--- src/rtl/quadric_root_engine.sv ---
// Quadratic root engine: exact discriminant of a*x^2 + b*x + c, iterative integer sqrt,
// and sign-normalised root numerators over a positive denominator.
module quadric_root_engine #(
    parameter int unsigned W     = 16,
    parameter int unsigned TAG_W = 4
) (
    input  logic                    clk,
    input  logic                    reset,
    input  logic                    in_valid,
    output logic                    in_ready,
    input  logic signed [W-1:0]     a,
    input  logic signed [W-1:0]     b,
    input  logic signed [W-1:0]     c,
    input  logic [TAG_W-1:0]        in_tag,
    output logic                    out_valid,
    input  logic                    out_ready,
    output logic signed [W+1:0]     root_lo_num,
    output logic signed [W+1:0]     root_hi_num,
    output logic [W+1:0]            denom,
    output logic                    hit,
    output logic                    exact,
    output logic                    degenerate,
    output logic [TAG_W-1:0]        out_tag
);

    localparam int unsigned CW    = W + 1;
    localparam int unsigned DW    = 2 * W + 2;
    localparam int unsigned RW    = W + 2;
    localparam int unsigned REM_W = W + 2;
    localparam int unsigned CNT_W = $clog2(W + 2);

    typedef enum logic [1:0] {
        IDLE,
        MUL,
        SQRT,
        DONE
    } state_t;

    state_t state;
    state_t state_next;

    logic signed [CW-1:0] a_n;
    logic signed [CW-1:0] b_n;
    logic signed [CW-1:0] c_n;
    logic [TAG_W-1:0]     tag_q;

    logic [DW-1:0]        rad_q;
    logic [REM_W-1:0]     rem_q;
    logic [CW-1:0]        root_q;
    logic [CNT_W-1:0]     cnt_q;

    logic signed [DW-1:0] bb;
    logic signed [DW-1:0] ac4;
    logic signed [DW-1:0] d_c;
    logic [REM_W+1:0]     rem_sh;
    logic [REM_W+1:0]     trial;
    logic [REM_W+1:0]     rem_nx;
    logic [CW-1:0]        root_nx;
    logic                 sqrt_last;

    logic signed [RW-1:0] b_w;
    logic signed [RW-1:0] c_w;
    logic signed [RW-1:0] s_w;
    logic [CW-1:0]        abs_b;

    // Exact discriminant; 2W+2 bits covers b'^2 + 4*|a'*c'| without overflow
    always_comb begin
        bb  = DW'(b_n) * DW'(b_n);
        ac4 = (DW'(a_n) * DW'(c_n)) <<< 2;
        d_c = bb - ac4;
    end

    // One restoring square-root step: bring down two radicand bits, try (2*root+1)
    always_comb begin
        rem_sh    = {rem_q, rad_q[DW-1 -: 2]};
        trial     = {1'b0, root_q, 2'b01};
        rem_nx    = rem_sh;
        root_nx   = {root_q[CW-2:0], 1'b0};
        if (rem_sh >= trial) begin
            rem_nx  = rem_sh - trial;
            root_nx = {root_q[CW-2:0], 1'b1};
        end
        sqrt_last = (cnt_q == CNT_W'(W));
    end

    always_comb begin
        b_w   = RW'(b_n);
        c_w   = RW'(c_n);
        s_w   = $signed({1'b0, root_nx});
        abs_b = b_n[CW-1] ? -b_n : b_n;
    end

    always_ff @(posedge clk) begin
        if (reset) begin
            state <= IDLE;
        end else begin
            state <= state_next;
        end
    end

    always_comb begin
        state_next = state;
        case (state)
            IDLE: begin
                if (in_valid) begin
                    state_next = MUL;
                end
            end
            MUL: begin
                if ((a_n == '0) || d_c[DW-1]) begin
                    state_next = DONE;
                end else begin
                    state_next = SQRT;
                end
            end
            SQRT: begin
                if (sqrt_last) begin
                    state_next = DONE;
                end
            end
            DONE: begin
                if (out_ready) begin
                    state_next = IDLE;
                end
            end
            default: state_next = IDLE;
        endcase
    end

    // Handshake flags track the state being entered, so they are exact from the edge
    always_ff @(posedge clk) begin
        if (reset) begin
            in_ready  <= 1'b1;
            out_valid <= 1'b0;
        end else begin
            in_ready  <= (state_next == IDLE);
            out_valid <= (state_next == DONE);
        end
    end

    always_ff @(posedge clk) begin
        if (reset) begin
            a_n         <= '0;
            b_n         <= '0;
            c_n         <= '0;
            tag_q       <= '0;
            rad_q       <= '0;
            rem_q       <= '0;
            root_q      <= '0;
            cnt_q       <= '0;
            root_lo_num <= '0;
            root_hi_num <= '0;
            denom       <= '0;
            hit         <= 1'b0;
            exact       <= 1'b0;
            degenerate  <= 1'b0;
            out_tag     <= '0;
        end else begin
            case (state)
                IDLE: begin
                    if (in_valid) begin
                        tag_q <= in_tag;
                        if (a[W-1]) begin
                            a_n <= -CW'(a);
                            b_n <= -CW'(b);
                            c_n <= -CW'(c);
                        end else begin
                            a_n <= CW'(a);
                            b_n <= CW'(b);
                            c_n <= CW'(c);
                        end
                    end
                end
                MUL: begin
                    rad_q   <= d_c;
                    rem_q   <= '0;
                    root_q  <= '0;
                    cnt_q   <= '0;
                    out_tag <= tag_q;
                    if (a_n == '0) begin
                        // Linear case: single root -c/b, sign folded into the numerator
                        degenerate <= 1'b1;
                        if (b_n == '0) begin
                            hit         <= 1'b0;
                            exact       <= 1'b0;
                            denom       <= '0;
                            root_lo_num <= '0;
                            root_hi_num <= '0;
                        end else begin
                            hit         <= 1'b1;
                            exact       <= 1'b1;
                            denom       <= RW'(abs_b);
                            root_lo_num <= b_n[CW-1] ? c_w : -c_w;
                            root_hi_num <= b_n[CW-1] ? c_w : -c_w;
                        end
                    end else if (d_c[DW-1]) begin
                        degenerate  <= 1'b0;
                        hit         <= 1'b0;
                        exact       <= 1'b0;
                        denom       <= {a_n, 1'b0};
                        root_lo_num <= '0;
                        root_hi_num <= '0;
                    end
                end
                SQRT: begin
                    rad_q  <= {rad_q[DW-3:0], 2'b00};
                    rem_q  <= rem_nx[REM_W-1:0];
                    root_q <= root_nx;
                    cnt_q  <= cnt_q + CNT_W'(1);
                    if (sqrt_last) begin
                        degenerate  <= 1'b0;
                        hit         <= 1'b1;
                        exact       <= (rem_nx == '0);
                        denom       <= {a_n, 1'b0};
                        root_lo_num <= -b_w - s_w;
                        root_hi_num <= -b_w + s_w;
                    end
                end
                default: ;
            endcase
        end
    end

endmodule
--- config.mk ---
export PLATFORM = sky130hd
export DESIGN_NAME = quadric_root_engine
export DESIGN_NICKNAME = d
export VERILOG_FILES = /design/src/rtl/quadric_root_engine.sv
export SDC_FILE = /design/constraint.sdc
export NUM_CORES = 2
export LEC_CHECK = 0
export CORE_ASPECT_RATIO = 1.25
export CORE_MARGIN = 3
export CORE_UTILIZATION = 30
export DETAILED_ROUTE_END_ITERATION = 8
export PLACE_DENSITY = 0.44
export SYNTH_ARGS = -nofsm -noshare
export SYNTH_HDL_FRONTEND = slang
export SYNTH_SLANG_ARGS = --single-unit
--- constraint.sdc ---
create_clock -name clk -period 11.5 [get_ports clk]
set_input_delay 1.15 -clock clk [delete_from_list [all_inputs] [get_ports clk]]
set_output_delay 1.15 -clock clk [all_outputs]
set_load 0.03 [all_outputs]
==> impl_results.md <==
- Status: complete, no violations
- Residual DRC: 0
- Crit path DAT: 11.78 ns
- Worst r2r dst: root_hi_num[7]
- Routability congestion estimate: 0.8334
- FF+latch area: 0.003891 mm2
- # setup viols final: 0
- Synth top area cells: fa_1, dfxtp_1, ha_1, inv_1, and2_1
- Fin. Hold Viols: 0
- Hold EP: tag_q[3]
- FF-to-FF Start: c_n[5]
- Tightest Pin Transition: 0.8708 ns
- Placed inst area: 0.03660 mm2
- CTS tree: built
- Final ANT Viol Nets: 0
- Avg Cell Area, Syn: 8.585 um2
- DR iter-0 viols: 1174
- CP Max Fanout: 11
- Die Y: 375.9 um
- I/O pins: 119
- CTS Buf Count: 17
- Area of the multi-input gates: 0.02586 mm2
- I/O Buffers: 118
- RSZ-0062 raised after global routing: true
- Share of the clock period used by the worst path: 98.71%
- WHS Path Cells: 2
- Share of cells above drive strength 1: 9.765%
- Area added between synthesis and finish: 15.83%
- Die Wd: 302.0 um
- CP max stage cell: fa_2
- Library cells used by synthesis: 71
- Wire length of the first global-routing pass: 160.3 mm
- Top cell type's share of synthesized area: 35.11%
- Ys Warns: 0
- Vias in the first global route: 27034
- Pre-CTS setup slack: -0.1112 ns
- Post-Route Utilization: 35.08%
- EDFF count, synth: 0
- Die ar.: 0.1135 mm2
- Drt pass-1 iters: 5
- Cell accounting for the most synthesized area: fa_1
- GRT Util Overall: 18.59%
- Max-slew headroom: 41.95%
- WL final: 103.7 mm
- Hold_sp: tag_q[3]
- Ys flop type: dfxtp_1
- Hold_buf cts: 0
- Crit path top cell by count: fa_1
- Sink Count: 192
- WS Path Type: reg -> reg
- Nets: 4864
- Worst Reg-to-Reg Cells: 44
- Clk slew on worst S/H paths: 0.09 ns
- CP required: 11.92 ns
- Fin. max-slew vios: 0
- CTS max path bufs: 2
- Critical Path End Type: flip-flop
- Initial antenna violation count: 4
- Yosys reg bits: 192
- Synth async-reset ratio: 0%
- Core Area: 0.1084 mm2
- Max Cap Violations: 0
- Net Count, Synth: 4709
- Post-synthesis sequential area ratio: 11.70%
- Fmax: 0.08810 GHz
- Critical path startpoint category: flip-flop
- Crit-path max cell delay: 0.56 ns
- Mapped Cells: 3826
- Clk Latency, worst-skew pair: 0.53 ns
- Dpl hpwl: 85.67 mm
- Total grt overflow: 0
- H-tree depth: 4
- Final min period: 11.35 ns
- CTS root buffer: clkbuf_16
- Reg2reg setup slack: 0.15 ns
- Fin area: 0.03805 mm2
- DR vias/cell: 4.709
- Routed WL per cell: 19.07 um
- Final Worst Setup Slack: 0.1488 ns
- Worst Hold Class: reg -> reg
- Skew final: 0.02933 ns
- Vias: 25602
- Initial Util: 30.29%
- Post-synthesis cell area: 0.03285 mm2
- Row count: 135
- Largest net degree at the start of global routing: 84
- Fillcell total: 11502
per-layer routing:
layer  vias to the layer above  GRT usage, %  wire length (um)
met2                       366         34.03             54610
met5                         -             0                 0
met1                     12966         23.30             43800
met3                        77         1.999              3202
met4                         0         4.344              2086
li1                      12193             -                 -
sequential cells by signal, summed over array words and instances, names as in the netlist:
signal,cells
root_q,17
out_tag,4
in_ready,1
rad_q,33
c_n,17
root_lo_num,18
rem_q,18
state,2
out_valid,1
tag_q,4
cnt_q,5
root_hi_num,17
denom,18
b_n,17
degenerate,1
exact,1
a_n,17
hit,1
Yosys cell counts, drive strengths merged, types with 17 or more instances:
master,instances
nand2b,35
nor2b,29
clkbuf,170
and2,217
nor3,39
inv,749
a21oi,187
fa,576
ha,251
a211oi,111
o21ai,78
buf,25
nand2,340
or3,20
o31ai,17
dfxtp,192
nor4,19
a311oi,18
a21o,33
nand3,36
xor2,69
xnor2,142
nor2,293
mux2i,27
kinds of logic after synthesis:
kind of cell / after synthesis / share of synthesized area [%]
DFF: 192 / 11.70
buffers and inverters: 952 / 11.00
adders and majority gates: 827 / 44.67
and+or+nand+nor: 1072 / 15.42
muxes: 28 / 0.8571
AOI/OAI and AO/OA: 544 / 10.70
xor gates and xnor gates: 211 / 5.649
worst max-delay path, delay by kind of cell (launching register included):
kind                     cells  cell delay, ns
adder cells (fa/ha/maj)     14            6.72
AO/OA/AOI/OAI               10            1.91
buffers and inverters       14            1.55
AND/OR/NAND/NOR              4            0.47
flip-flops                   1            0.37
XOR/XNOR                     2            0.20
how the worst max path moves through the flow:
stage / from / to / slack, ns / depth (start not counted)
4_1_cts: a_n[7] / root_hi_num[16] / 0.007 / 46
5_1_grt: a_n[7] / root_hi_num[13] / -0.24 / 48
3_5_place_dp: c_n[2] / root_hi_num[14] / -0.11 / 44
6_report: c_n[5] / root_hi_num[7] / 0.15 / 44
2_1_floorplan: a_n[10] / denom[11] / 0.34 / 44
3_3_place_gp: a_n[7] / degenerate / 0.06 / 47
through the flow:
step / hold WS (ns) / setup TNS, ns / std cells
floorplan: 0.4360 / 0 / 3826
finish: 0.4543 / 0 / 5437
CTS: 0.4595 / 0 / 5419
global placement: 0.4465 / 0 / 5384
global route: 0.4746 / -10.88 / 5433
detailed placement: 0.4481 / -3.446 / 5384
repair_timing:
item	CTS	global route
buffers inserted	2	8
gates cloned	1	5
resized for setup	11	160
pin swaps	7	85
setup endpoints to repair	56	61
cells in the final DEF, fill, tap and decap left out, drive strengths merged, types with 15 or more instances in the layout:
cell type,instances
fa,576
nor2b,29
xor2,69
o21ai,78
or3,20
nand2,340
mux2i,27
nor4,19
o31ai,17
a21o,33
o21a,15
a311oi,18
clkbuf,23
nor2,293
a211oi,111
xnor2,142
ha,251
nand3,36
nand2b,35
inv,757
buf,210
nor3,39
dfxtp,192
and2,217
clkdlybuf4s50,116
a21oi,187
final cells by class:
class / instances / share of cell area, %
Timing Repair Buffer: 331 / 8.018
Inverter: 757 / 7.469
Tap cell: 1438 / 4.729
Sequential cell: 192 / 10.23
Multi-Input combinational cell: 2682 / 67.98
Antenna cell: 5 / 0.03289
Clock inverter: 14 / 0.4144
Clock buffer: 18 / 1.128
Power is left out: the tool's default activity adds up to more than one toggle a clock period on the data nets, which glitch-free logic cannot reach.
